[src/rtl/dac_ctrl_pkg.sv]
// dac_ctrl_pkg: shared state encoding, default sizing and parity helper for the DAC frame sequencer
//   No ports; imported by dac_serial_in and dac_frame_sequencer.
package dac_ctrl_pkg;

    typedef enum logic [1:0] {
        ST_IDLE   = 2'd0,
        ST_SHIFT  = 2'd1,
        ST_SETTLE = 2'd2
    } state_t;

    localparam int DEF_DATA_W      = 8;
    localparam int DEF_SETTLE_CYC  = 16;
    localparam int DEF_TIMEOUT_CYC = 255;

    // XOR of all bits; 1 means an even-parity frame is corrupt.
    // Callers zero-extend to 64 bits, which leaves the XOR unchanged.
    function automatic logic parity(input logic [63:0] v);
        return ^v;
    endfunction

endpackage

[src/rtl/dac_serial_in.sv]
// dac_serial_in: MSB-first serial word capture with bit counter and frame-complete/parity detection
//   clk, rst_n    : clock, synchronous active-low reset
//   clr           : restart capture (clears shift register and bit count)
//   en            : accept sdi this cycle
//   sdi           : serial bit, data MSB first, parity bit last
//   frame_full    : this cycle's accepted bit is the (DATA_W+1)th (parity) bit
//   data          : data bits of the frame completing this cycle
//   par_err       : XOR over all DATA_W+1 frame bits including the incoming one
module dac_serial_in
    import dac_ctrl_pkg::*;
#(
    parameter int DATA_W = DEF_DATA_W
) (
    input  logic              clk,
    input  logic              rst_n,
    input  logic              clr,
    input  logic              en,
    input  logic              sdi,
    output logic              frame_full,
    output logic [DATA_W-1:0] data,
    output logic              par_err
);
    localparam int CW = $clog2(DATA_W + 2);

    // The frame is judged on the edge that samples the parity bit, so the
    // (DATA_W+1)-bit frame is the stored data bits plus the live sdi bit.
    logic [DATA_W-1:0] sr;
    logic [DATA_W:0]   frame;
    logic [CW-1:0]     cnt;

    assign frame      = {sr, sdi};
    assign data       = sr;
    assign par_err    = parity(64'(frame));
    assign frame_full = en && cnt == CW'(DATA_W);

    always_ff @(posedge clk) begin
        if (!rst_n || clr) begin
            sr  <= '0;
            cnt <= '0;
        end else if (en) begin
            sr  <= frame[DATA_W-1:0];
            cnt <= cnt + CW'(1);
        end
    end

endmodule

[src/rtl/dac_frame_sequencer.sv]
// dac_frame_sequencer: frames a serial DAC code word, checks parity, commits it and times the settle window
//   clk, rst_n   : clock, synchronous active-low reset
//   frame_start  : start/restart a frame (IDLE and SHIFT only)
//   sdi          : serial bit, MSB first, parity bit last
//   sdi_valid    : qualifies sdi
//   dac_code     : committed DAC code
//   dac_load     : one-cycle pulse with a newly committed dac_code
//   busy         : high in SHIFT and SETTLE
//   done         : one-cycle pulse when the settle window ends
//   frame_err    : sticky parity/timeout error, cleared by an accepted frame_start
module dac_frame_sequencer
    import dac_ctrl_pkg::*;
#(
    parameter int DATA_W      = DEF_DATA_W,
    parameter int SETTLE_CYC  = DEF_SETTLE_CYC,
    parameter int TIMEOUT_CYC = DEF_TIMEOUT_CYC
) (
    input  logic              clk,
    input  logic              rst_n,
    input  logic              frame_start,
    input  logic              sdi,
    input  logic              sdi_valid,
    output logic [DATA_W-1:0] dac_code,
    output logic              dac_load,
    output logic              busy,
    output logic              done,
    output logic              frame_err
);
    localparam int TW = $clog2(TIMEOUT_CYC + 1);
    localparam int SW = $clog2(SETTLE_CYC + 1);

    state_t            state;
    logic [TW-1:0]     to_cnt;
    logic [SW-1:0]     st_cnt;
    logic              clr;
    logic              en;
    logic              frame_full;
    logic              par_err;
    logic [DATA_W-1:0] data;

    // frame_start wins over sdi_valid, so a restarting cycle never shifts.
    assign clr = frame_start && (state == ST_IDLE || state == ST_SHIFT);
    assign en  = state == ST_SHIFT && sdi_valid && !frame_start;

    dac_serial_in #(.DATA_W(DATA_W)) u_serial_in (
        .clk        (clk),
        .rst_n      (rst_n),
        .clr        (clr),
        .en         (en),
        .sdi        (sdi),
        .frame_full (frame_full),
        .data       (data),
        .par_err    (par_err)
    );

    always_ff @(posedge clk) begin
        if (!rst_n) begin
            state     <= ST_IDLE;
            dac_code  <= '0;
            dac_load  <= 1'b0;
            busy      <= 1'b0;
            done      <= 1'b0;
            frame_err <= 1'b0;
            to_cnt    <= '0;
            st_cnt    <= '0;
        end else begin
            dac_load <= 1'b0;
            done     <= 1'b0;
            case (state)
                ST_IDLE: begin
                    if (frame_start) begin
                        state     <= ST_SHIFT;
                        busy      <= 1'b1;
                        frame_err <= 1'b0;
                        to_cnt    <= '0;
                    end
                end
                ST_SHIFT: begin
                    if (frame_start) begin
                        to_cnt <= '0;
                    end else if (sdi_valid) begin
                        to_cnt <= '0;
                        if (frame_full && !par_err) begin
                            dac_code <= data;
                            dac_load <= 1'b1;
                            state    <= ST_SETTLE;
                            st_cnt   <= SW'(1);
                        end else if (frame_full) begin
                            frame_err <= 1'b1;
                            state     <= ST_IDLE;
                            busy      <= 1'b0;
                        end
                    // Abort on the edge where the idle count would reach TIMEOUT_CYC.
                    end else if (to_cnt == TW'(TIMEOUT_CYC - 1)) begin
                        frame_err <= 1'b1;
                        state     <= ST_IDLE;
                        busy      <= 1'b0;
                    end else begin
                        to_cnt <= to_cnt + TW'(1);
                    end
                end
                ST_SETTLE: begin
                    if (st_cnt == SW'(SETTLE_CYC)) begin
                        state <= ST_IDLE;
                        busy  <= 1'b0;
                        done  <= 1'b1;
                    end else begin
                        st_cnt <= st_cnt + SW'(1);
                    end
                end
                default: begin
                    state <= ST_IDLE;
                    busy  <= 1'b0;
                end
            endcase
        end
    end

endmodule

[config.mk]
export PLATFORM = sky130hd
export DESIGN_NAME = dac_frame_sequencer
export DESIGN_NICKNAME = d
export VERILOG_FILES = /design/src/rtl/dac_ctrl_pkg.sv /design/src/rtl/dac_serial_in.sv /design/src/rtl/dac_frame_sequencer.sv
export SDC_FILE = /design/constraint.sdc
export NUM_CORES = 1
export LEC_CHECK = 0
export CAP_MARGIN = 10
export CORE_ASPECT_RATIO = 0.9
export CORE_MARGIN = 3
export CORE_UTILIZATION = 28
export DETAILED_ROUTE_END_ITERATION = 10
export SETUP_SLACK_MARGIN = 0.1
export SYNTH_ARGS = -nofsm -noshare
export SYNTH_HDL_FRONTEND = slang
export SYNTH_SLANG_ARGS = --single-unit
[constraint.sdc]
create_clock -name clk -period 5.15 [get_ports clk]
set_input_delay 0.515 -clock clk [delete_from_list [all_inputs] [get_ports clk]]
set_output_delay 0.515 -clock clk [all_outputs]
set_load 0.01 [all_outputs]
==> flow_summary.yaml <==
hold_path:
  hp-class: "reg2reg"
global_routing:
  track_usage: 0.09826
  antenna_found_initial: 0
  grt_pass1_vias: 1357
  grt.overflow.total: 0
  grt_max_degree: 26
  grt_pass1_wl_um: 6141
clock_network:
  htree_levels: 2
  postCtsHoldBufs: 0
  post_cts_resized: 0
  post_cts_buffers: 0
  cts_buffers: 5
  clk_transition_reported_paths_ns: 0.07
  tritoncts: "built"
  cts_buffer_depth: 2
  insertion_delay_ns: 0.29
  clock_sinks: 39
  cts-root-buf: "clkbuf_8"
synth:
  yosysWarnings: 0
  synth_seq_cells: 39
  synth_top_cell_area_share: 0.4157
  yosysSeqAreaShare: 0.4157
  avgSynthCellArea_um2: 8.986
  synth_ff_type: "dfxtp_1"
  synth.largest_area_cell: "dfxtp_1"
  netlist_instances: 209
  synth_common_cells: "dfxtp_1 (39), nand2_1 (34), nor2_1 (17), a21oi_1 (14), mux2i_1 (13)"
  synth_most_common_cell: "dfxtp_1"
  synthDistinctLibCells: 40
  syn-cell-area_um2: 1878
  synth-async-reset-ratio: 0
  syn-num-nets: 220
  synth_edf_count: 0
  synth_area_leaders: "dfxtp_1 (42%), mux2i_1 (6.9%), nand2_1 (6.8%)"
floorplan:
  io_pins: 17
  die_area_um2: 7728
  start_util: 0.2973
  placementRows: 27
  die_h_um: 83.70
  core_area_um2: 6317
  die_w_um: 92.33
timing:
  finalCriticalPeriod_ns: 2.427
  skew_ns: 0.004938
  slew_headroom: 0.4943
  fin_crit_sh: 0.4713
  slew_viol_final: 0
  tightest_slew_ns: 0.7562
  finalSetupTns_ns: 0
  rsz0062_at_grt: "no"
  setup_viol: 0
  finalHoldViolCount: 0
  max_freq_ghz: 0.4120
setup_path:
  ff2ff_setup_slack_ns: 3.05
  cp.arrival_ns: 2.60
  worstPathMaxFanout: 15
  critical_path_class: "in2reg"
  cp.required_ns: 5.32
  critPathMaxStageDelay_ns: 0.60
  crit_chain: "clkdlybuf4s50_1 > and4bb_2 > nand3b_1 > mux2i_4 > or2_2 > a31oi_1"
  start_kind: "input pin"
  slowest_stage: "clkdlybuf4s50_1"
  endpoint_kind: "flop"
routing:
  dr.pass1.iters: 4
  via_per_inst: 4.500
  wl_per_cell_um: 11.12
  vias: 1395
  drc: 0
  ant_nets: 0
  wl_um: 3448
  drt_iter0_drc: 41
outcome:
  status: "finished clean"
placement:
  dp_hpwl_um: 2418
  routabilityCongestion: 0.7330
  port_buffers: 16
power:
  p_int_uw: 409.0
  p_per_area_nw_per_um2: 240.8
  p_comb_frac: 0.062
  finalPower_uw: 525.1
  vdd_drop_max_mv: 0.07616
  p_seq_frac: 0.584
  p_switching_uw: 116.1
  netSwitchingFraction: 0.2211
  leakagePower_nw: 0.7232
  pwr-share-clk: 0.354
layout:
  drive_gt1_frac: 0.05381
  num_antenna_cells: 0
  area_growth_pct: 16.12
  fin_nets: 235
  fin_util: 0.3452
job:
  maxCapViolCount: 0
==> final cells by class <==
| type | count | area [um2] |
|---|---|---|
| inverter | 7 | 26.28 |
| fill | 674 | 4136 |
| multi-input combinational | 155 | 1032 |
| clock buffer | 6 | 72.57 |
| timing repair buffer | 16 | 160.2 |
| tap | 87 | 108.9 |
| sequential | 39 | 780.7 |
==> flip-flops by register name (all words and copies together), names as in the netlist <==
register,cells
done,1
frame_err,1
st_cnt,5
dac_code,8
to_cnt,8
u_serial_in.data,8
state,2
dac_load,1
busy,1
u_serial_in.cnt,4
==> critical path: cells and delay by family <==
| family | cells | cell delay (ns) |
|---|---|---|
| multiplexers | 1 | 0.54 |
| AND/OR/NAND/NOR | 3 | 0.86 |
| buffers and inverters | 1 | 0.60 |
| AO/OA/AOI/OAI | 1 | 0.09 |
==> placed cells by master, fill, tap and decap left out, types with 2 or more instances in the layout <==
master | synthesis | routed
clkdlybuf4s50_1 | 0 | 16
o221a_1 | 2 | 2
nor2_1 | 17 | 17
and3_1 | 2 | 2
ha_1 | 6 | 6
xnor2_1 | 10 | 10
a2111oi_0 | 3 | 3
a21oi_1 | 14 | 14
o21ai_0 | 4 | 4
mux2i_1 | 13 | 13
nand2_1 | 34 | 34
and2_1 | 2 | 2
nor2_2 | 2 | 2
a211oi_1 | 2 | 2
clkbuf_8 | 0 | 5
nand4_1 | 2 | 2
nor2b_1 | 11 | 11
xor2_1 | 4 | 4
dfxtp_1 | 39 | 39
inv_1 | 7 | 7
nand3_1 | 8 | 8
nand2b_1 | 2 | 2
==> layer usage <==
metal / track usage / vias to the layer above / share of wire
met4: 0.03239 / 0 / 0.015
met3: 0.04148 / 6 / 0.055
met5: 0 / - / 0
met1: 0.1236 / 630 / 0.50
met2: 0.1509 / 18 / 0.43
li1: - / 741 / -
==> worst paths after layout <==
path	from	endpoint	depth (start not counted)
setup / recovery	sdi_valid	st_cnt[4]$_SDFFE_PN0P_	6
hold reg to reg	frame_err$_SDFFE_PN0P_	frame_err$_SDFFE_PN0P_	2
hold / removal	frame_err$_SDFFE_PN0P_	frame_err$_SDFFE_PN0P_	2
setup reg to reg	state[1]$_SDFFE_PN0P_	st_cnt[4]$_SDFFE_PN0P_	5
==> power groups by stage <==
stage          sequential [mW]  clock (mW)  combinational, mW
6_report                 0.307       0.186             0.0326
4_1_cts                  0.306       0.197             0.0332
3_3_place_gp             0.313           0             0.0328
2_1_floorplan            0.312           0             0.0229
5_1_grt                  0.307       0.209             0.0367
3_5_place_dp             0.313           0             0.0329
==> kinds of logic after synthesis <==
| group | after synthesis | synth area share |
|---|---|---|
| adder cells (fa/ha/maj) | 6 | 0.03997 |
| AO/OA/AOI/OAI | 28 | 0.09328 |
| AND/OR/NAND/NOR | 91 | 0.2452 |
| multiplexers | 14 | 0.08128 |
| buffers and inverters | 15 | 0.03464 |
| XOR/XNOR | 16 | 0.08993 |
| flip-flops | 39 | 0.4157 |
==> through the flow <==
stage	hold WS, ns	cell area [um2]	setup slack (ns)	instances
after floorplan	0.4230	1878	3.240	209
after global placement	0.4553	2108	2.428	304
after detailed placement	0.4611	2108	2.414	304
after CTS	0.4817	2181	2.724	310
after global routing	0.5015	2181	2.586	310
final	0.4819	2181	2.723	310
Note: power is estimated with default switching activity, not from simulation.
